### config.mk
export PLATFORM = sky130hd
export DESIGN_NAME = chess_packet_tx
export DESIGN_NICKNAME = d
export VERILOG_FILES = /design/src/rtl/chess_packet_tx.sv
export SDC_FILE = /design/constraint.sdc
export NUM_CORES = 1
export LEC_CHECK = 0
export ABC_AREA = 1
export CAP_MARGIN = 40
export CORE_AREA = 2 2 93 95
export CTS_CLUSTER_SIZE = 16
export DETAILED_ROUTE_END_ITERATION = 6
export DIE_AREA = 0 0 95 97
export GPL_TIMING_DRIVEN = 0
export PLACE_DENSITY = 0.74
export SLEW_MARGIN = 0
export SYNTH_ARGS = -nofsm -noshare
export SYNTH_HDL_FRONTEND = slang
export SYNTH_SLANG_ARGS = --single-unit
export TNS_END_PERCENT = 30
### constraint.sdc
create_clock -name clk -period 2.3 [get_ports clk]
set_input_delay 0.46 -clock clk [delete_from_list [all_inputs] [get_ports clk]]
set_output_delay 0.46 -clock clk [all_outputs]
set_load 0.01 [all_outputs]
### src/rtl/chess_packet_tx.sv
// chess_packet_tx: encodes setup/move events into 16-bit packets, queues them and paces them to the UART TX.
// Ports:
//   clk, reset_n (async, active-low)
//   setup_req_i, setup_player_i, setup_mode_i[1:0]  setup packet request and operands
//   move_req_i, src_x_i, src_y_i, dst_x_i, dst_y_i   move packet request and local (unmirrored) coordinates
//   flush_i        synchronous queue clear
//   clr_overflow_i clears the overflow sticky
//   tx_data_o[15:0], tx_valid_o  packet and one-cycle strobe to the UART
//   pkt_sent_o     one-cycle pulse coincident with tx_valid_o
//   level_o, queue_empty_o, queue_full_o, overflow_o  queue status
// Optional: define CHESS_TX_CHECKSUM_EN to place a 2-bit XOR checksum in move packet bits [1:0].
module chess_packet_tx #(
    parameter int DEPTH      = 4,
    parameter int GAP_CYCLES = 8700
) (
    input  logic                       clk,
    input  logic                       reset_n,
    input  logic                       setup_req_i,
    input  logic                       setup_player_i,
    input  logic [1:0]                 setup_mode_i,
    input  logic                       move_req_i,
    input  logic [2:0]                 src_x_i,
    input  logic [2:0]                 src_y_i,
    input  logic [2:0]                 dst_x_i,
    input  logic [2:0]                 dst_y_i,
    input  logic                       flush_i,
    input  logic                       clr_overflow_i,
    output logic [15:0]                tx_data_o,
    output logic                       tx_valid_o,
    output logic                       pkt_sent_o,
    output logic [$clog2(DEPTH):0]     level_o,
    output logic                       queue_empty_o,
    output logic                       queue_full_o,
    output logic                       overflow_o
);
    localparam int AW = $clog2(DEPTH);
    localparam int LW = AW + 1;
    localparam int CW = $clog2(GAP_CYCLES);

    typedef enum logic {IDLE, GAP} state_t;

    state_t          state_q, state_d;
    logic [CW-1:0]   gap_q, gap_d;
    logic [15:0]     tx_data_q, tx_data_d;
    logic            tx_valid_q, tx_valid_d;
    logic [LW-1:0]   level_q, level_d;
    logic [AW-1:0]   wr_ptr_q, wr_ptr_d, rd_ptr_q, rd_ptr_d;
    logic            overflow_q, overflow_d;
    logic [15:0]     mem_q [DEPTH];

    logic [11:0]     coords;
    logic [1:0]      move_cs;
    logic [15:0]     enq_pkt;
    logic            req, pop, accept, drop;

    assign coords = {src_x_i, src_y_i, dst_x_i, dst_y_i};
`ifdef CHESS_TX_CHECKSUM_EN
    assign move_cs = coords[11:10] ^ coords[9:8] ^ coords[7:6] ^ coords[5:4] ^ coords[3:2] ^ coords[1:0];
`else
    assign move_cs = 2'b00;
`endif
    // Setup wins a same-cycle collision; the move is the one dropped.
    assign enq_pkt = setup_req_i ? {2'b10, setup_player_i, setup_mode_i, 11'b0} : {2'b00, coords, move_cs};

    // A flush discards the head too, so it suppresses the pop.
    assign pop    = (state_q == IDLE) && (level_q != '0) && !flush_i;
    assign req    = setup_req_i | move_req_i;
    // A full queue still accepts when the head leaves on the same edge.
    assign accept = req && !flush_i && ((level_q != LW'(DEPTH)) || pop);
    assign drop   = (setup_req_i && move_req_i) || (req && !flush_i && !accept);

    always_comb begin
        level_d    = flush_i ? '0 : level_q + LW'(accept) - LW'(pop);
        wr_ptr_d   = flush_i ? '0 : wr_ptr_q + AW'(accept);
        rd_ptr_d   = flush_i ? '0 : rd_ptr_q + AW'(pop);
        overflow_d = drop ? 1'b1 : (clr_overflow_i ? 1'b0 : overflow_q);
    end

    always_comb begin
        state_d    = state_q;
        gap_d      = gap_q;
        tx_data_d  = tx_data_q;
        tx_valid_d = 1'b0;
        if (state_q == IDLE) begin
            if (pop) begin
                state_d    = GAP;
                gap_d      = CW'(GAP_CYCLES - 2);
                tx_data_d  = mem_q[rd_ptr_q];
                tx_valid_d = 1'b1;
            end
        end else begin
            gap_d   = (gap_q == '0) ? '0 : gap_q - CW'(1);
            state_d = (gap_q == '0) ? IDLE : GAP;
        end
    end

    always_ff @(posedge clk or negedge reset_n) begin
        if (!reset_n) begin
            state_q    <= IDLE;
            gap_q      <= '0;
            tx_data_q  <= '0;
            tx_valid_q <= 1'b0;
            level_q    <= '0;
            wr_ptr_q   <= '0;
            rd_ptr_q   <= '0;
            overflow_q <= 1'b0;
        end else begin
            state_q    <= state_d;
            gap_q      <= gap_d;
            tx_data_q  <= tx_data_d;
            tx_valid_q <= tx_valid_d;
            level_q    <= level_d;
            wr_ptr_q   <= wr_ptr_d;
            rd_ptr_q   <= rd_ptr_d;
            overflow_q <= overflow_d;
        end
    end

    always_ff @(posedge clk) begin
        if (accept) mem_q[wr_ptr_q] <= enq_pkt;
    end

    assign tx_data_o     = tx_data_q;
    assign tx_valid_o    = tx_valid_q;
    assign pkt_sent_o    = tx_valid_q;
    assign level_o       = level_q;
    assign queue_empty_o = (level_q == '0);
    assign queue_full_o  = (level_q == LW'(DEPTH));
    assign overflow_o    = overflow_q;
endmodule
Word-level counts from Yosys, hierarchy flattened --
Memories as Yosys holds them, arrays and structs flattened. A register that Yosys moved wholly into a read port is not among the register bits. Index checks and enable logic that the tools add are counted.
Word-level totals: memories 1, word-level logic and storage cells 49, register bits after elaboration 24, output and inout port bits 24, RAM bits 64, input bits 21
Memories:
- mem_q | words 4, bits a word 16, read ports 1, clocked after Yosys merged registers in 1, wr ports 1, line 49 | logic [15:0] mem_q [DEPTH];
Cells by class: eq/ne operators 2, add/subtract/negate cells 5, bitwise gates (word level) 2, reduce and logical (&&, ||, !) cells 17, multiplexer cells 15
Operator list (count):
- 14-bit two-way mux | 3
- 16-bit two-way mux | 1
- 14-bit logical NOT | 1
- 14-bit by 1-bit subtractor with 14-bit output (second input constant) | 1
- 1-bit two-way mux | 8
- 1-bit logical AND | 6
- 2-bit by 1-bit adder with 2-bit output | 2
- 2-bit two-way mux | 2
- 2-bit nonzero test | 2
- 3-bit by 1-bit adder with 3-bit output | 1
- 3-bit == test (second input constant) | 1
- 1-bit logical NOT | 3
- 3-bit logical NOT | 1
- 3-bit two-way mux | 1
- 3-bit != test (second input constant) | 1
- 3-bit nonzero test | 1
- 3-bit by 1-bit subtractor with 3-bit output | 1
- 1-bit logical OR | 2
- 2-bit AND reduction | 1
- 1-bit NOT | 1
- 1-bit bitwise OR | 1

Logic depth before layout (Yosys ltp) --
depth in word-level cells 9, gate-level depth with buffers 13, depth with buffers taken out 13

Least setup slack after synthesis --
OpenSTA, ideal clock, no wires.
path kind register to register, start point reg level_q[1] (netlist: level_o[1]), end point mem mem_q[0][10] (enable), setup slack 24 ps, setup time 400 ps, path buffers 0, period minus slack after synthesis 2276 ps, required time 1900 ps, data arrival time 1877 ps, stages on the path, launching flop included 7, cell sequence dfrtp_1 > nor2_1 > nand2_2 > nand3_4 > nand2_1 > nand2_2 > nor3_1
Between the ends: longest elaborated chain between the ends 7, elaborated cells on any way between the ends 8, classes of those cells eq/ne (1); mux (2); reduce/logical (5)
Ends and longest elaborated chain:
- start, declared | line 46 | logic [LW-1:0] level_q, level_d;
- start signal, assigned | line 112 | level_q <= level_d;
- 3-bit nonzero test | line 66 | assign pop = (state_q == IDLE) && (level_q != '0) && !flush_i;
- 1-bit logical AND (2 in series) | line 66
- 1-bit logical OR (*) | line 69 | assign accept = req && !flush_i && ((level_q != LW'(DEPTH)) || pop);
- 1-bit logical AND (*) | line 69
- 1-bit two-way mux (*) | line 120 | if (accept) mem_q[wr_ptr_q] <= enq_pkt;
- 1-bit two-way mux (implied by the code) (*) | line 120
- end, declared | line 49
Every way passes the cells marked *; elsewhere a longest branch is shown, timed or not.

Worst setup path after layout --
start point reg level_q[1] (netlist: level_o[1]), end point out queue_full_o
Between the ends: longest elaborated chain between the ends 1
Ends and longest elaborated chain:
- 3-bit == test | line 128 | assign queue_full_o = (level_q == LW'(DEPTH));
- end, declared | line 33 | output logic queue_full_o,
No other way between the ends.

==> results by group <==
Synthesis
  • Register bit total from synthesis: slightly below 90
  • Synthesis warning total: 0
  • Synth Area per Inst: between 10 and 15 um2
  • Largest cells by area after synthesis: edfxtp_1 (39%), dfrtp_1 (23%), nand2_1 (6.6%)
  • Post-synth EDFFs: 52
  • Post-Syn Area: just over 4000 um2
  • Most used standard cell by instance count after synthesis: nand2_1
  • Synth top area share: between 30% and 40%
  • Syn Inst Count: slightly below 400
  • Ys flop type: edfxtp_1
  • Count of different cell masters after synthesis: 32
  • Top cells by count, synth: nand2_1 (71), nor2_1 (55), edfxtp_1 (52)
  • Share of flip-flops with an asynchronous set or reset: between 40 and 50%
  • Register area share after synthesis: between 60% and 70%
  • Area leader, netlist: edfxtp_1

Timing
  • Final setup violation count: 0
  • Setup TNS: 0 ps
  • Final hold viol count: 0
  • Worst Clk Skew: 9.54 ps
  • Slew margin rel.: a little over 50%
  • Final min period: roughly 2200 ps
  • PnR worst setup slack: between 100 and 150 ps
  • Final Cycle Share: roughly 94%
  • RSZ-0062 raised after global routing: no
  • Worst slew pin tran: 732 ps
  • Min Hold Slack: a little under 70 ps
  • Fmax: 461 MHz
  • Slew Limit Fails: 0

Finish
  • Area overhead of the layout relative to synthesis: 21.8%
  • # diodes: 0
  • Final cell count without fillers: 560
  • Share of cells above drive strength 1: between 10% and 20%
  • Fill cells: approximately 670
  • Fin util: 60.2%
  • Nets: ~480

Placement
  • Inst Count DP: approximately 540
  • HPWL after DPL: 5880 um
  • GPL Wtd Cong: roughly 0.8
  • Port bufs: 41
  • Place WS: -474 ps

Clock network
  • Clock Sinks: 89
  • Clock root buffer: clkbuf_8
  • Worst-path clk slew: roughly 80 ps
  • Post-CTS Setup Bufs: 0
  • H-tree depth: 3
  • CTS buffer count: 9
  • CTS tree: yes
  • Worst-Skew Late Latency: approximately 340 ps
  • Clock tree buffer depth: 2

Routing
  • TritonRoute pass-1 iters: 4
  • DR iter-0 viols: 139
  • ANT nets after route: 0
  • Total wire length: slightly above 8000 um
  • Wire length per cell: approximately 15 um
  • Vias: 2812
  • Post-route DRC: 0
  • Post-DR vias/cell: 5.02

Critical path
  • WS Path Type: reg2out
  • Start point of the critical path: level_o[1]
  • Critical path endpoint category: primary output
  • Required @ worst endpoint: ~1800 ps
  • Worst EP arrival: 1710 ps
  • CP startpoint kind: flip-flop
  • Worst R2R Start: state_q
  • Critical Path Fanout Max: 5

Outcome
  • Outcome: finished clean

Die
  • Top-Level Pins: between 40 and 50
  • Die area: 9220 um2
  • Die Y-Extent: 97 um
  • Initial Utilization: 49.4%
  • FP Rows: 33
  • Core ar.: ~8100 um2
  • Die W: around 95 um

GRT
  • First-pass GRT wire length: ~14000 um
  • Gr usage total: 19.7%
  • Largest net degree at the start of global routing: 38
  • Antenna violations before repair: 0
  • Total gr overflow: 0
  • Vias in the first global route: roughly 2900

Power
  • Share of power burned in the clock network: around 24%
  • Sequential share of power: between 40% and 50%
  • Pwr/cell area: approximately 1100 nW/um2
  • P_int: ~0.0035 W
  • P_leak: slightly above 2 nW
  • Combinational Power Share: 32.0%
  • Switching Share: 31.8%
  • Worst vdd ir: 0.440 mV
  • NetSw: 0.00165 W

Min path
  • Worst Hold Class: in2async

Flow run
  • Max-Cap Viols: 0
[routing by layer]
metal | vias to the layer above | track usage [%] | routed length, um
met3 | 7 | 3.66 | 369
met4 | 0 | 6.24 | 80
met5 | - | 0 | 0
li1 | 1407 | - | -
met2 | 69 | 33.6 | 4330
met1 | 1329 | 25.3 | 3440
[power by group through the flow]
stage          Clock (W)  Combinational [W]  Sequential [W]
3_3_place_gp           0            0.00159         0.00229
2_1_floorplan          0           0.000980         0.00232
3_5_place_dp           0            0.00167         0.00230
5_1_grt          0.00136            0.00186         0.00232
6_report         0.00126            0.00166         0.00227
4_1_cts          0.00129            0.00168         0.00227
[layout by cell type, fill, tap and decap left out, types with 4 or more instances in the layout]
cell type and n:
buf_6 5, nand2_2 5, edfxtp_1 52, xnor2_1 4, dfrtp_1 36, nor2_1 55, ha_1 5, nor2_2 12
inv_1 36, buf_2 4, clkbuf_1 7, nand3_1 18, o22ai_1 13, buf_4 7, o21ai_0 32, a21oi_2 6
o21ai_2 4, nand2_1 70, clkdlybuf4s50_1 38, clkbuf_8 10, a21oi_1 4
[stage by stage]
stage          power [W]  cell area, um2
5_1_grt          0.00554            4900
3_5_place_dp     0.00398            4650
3_3_place_gp     0.00389            4570
4_1_cts          0.00524            4890
6_report         0.00519            4900
2_1_floorplan    0.00330            4030
[worst max-delay path: stages (launching register included)]
cell,delay (ps)
dfrtp_2,450
nor3_1,310
clkdlybuf4s50_1,600
[path summary, 6_finish.rpt]
| check | endpoint | slack [ps] | cells after the start |
|---|---|---|---|
| max | queue_full_o | 130 | 2 |
| min | tx_data_o[12] | 70 | 2 |
| max reg2reg | level_o[2] | 180 | 13 |
| min reg2reg | tx_data_o[4] | 490 | 2 |
| max in group asynchronous | level_o[1] | 2030 | 2 |
| min in group clk | tx_data_o[4] | 490 | 2 |
[cell type report]
type | count | area, um2 | area share [%]
clock inverter | 3 | 90.1 | 1.84
clock buffer | 13 | 149 | 3.04
multi-input combinational | 247 | 1310 | 26.7
tap | 105 | 131 | 2.68
buffer | 15 | 93.8 | 1.92
sequential | 89 | 2490 | 50.8
inverter | 42 | 170 | 3.48
timing repair buffer | 46 | 468 | 9.56
[cell families after synthesis]
| family | count (synthesis) | share of synthesized area (%) |
|---|---|---|
| multiplexers | 3 | 0.840 |
| flip-flops | 89 | 61.9 |
| buffers and inverters | 57 | 6.57 |
| XOR/XNOR | 6 | 1.31 |
| AND/OR/NAND/NOR | 169 | 18.4 |
| AO/OA/AOI/OAI | 60 | 8.90 |
| adder cells (fa/ha/maj) | 6 | 2.05 |
| other | 1 | 0.0933 |
[flip-flops by register name, summed over array words and instances (netlist names)]
register	count
tx_data_o	13
mem_q	52
pkt_sent_o	1
overflow_o	1
state_q	1
rd_ptr_q	2
wr_ptr_q	2
level_o	3
gap_q	14
[what timing repair did]
item                       4_1_cts  5_1_grt
hold buffers                     0        0
pin swaps                        0        1
gates resized for setup          3        2
setup endpoints to repair       15        5
gates cloned                     0        0
Note: power is estimated with default switching activity, not from simulation.
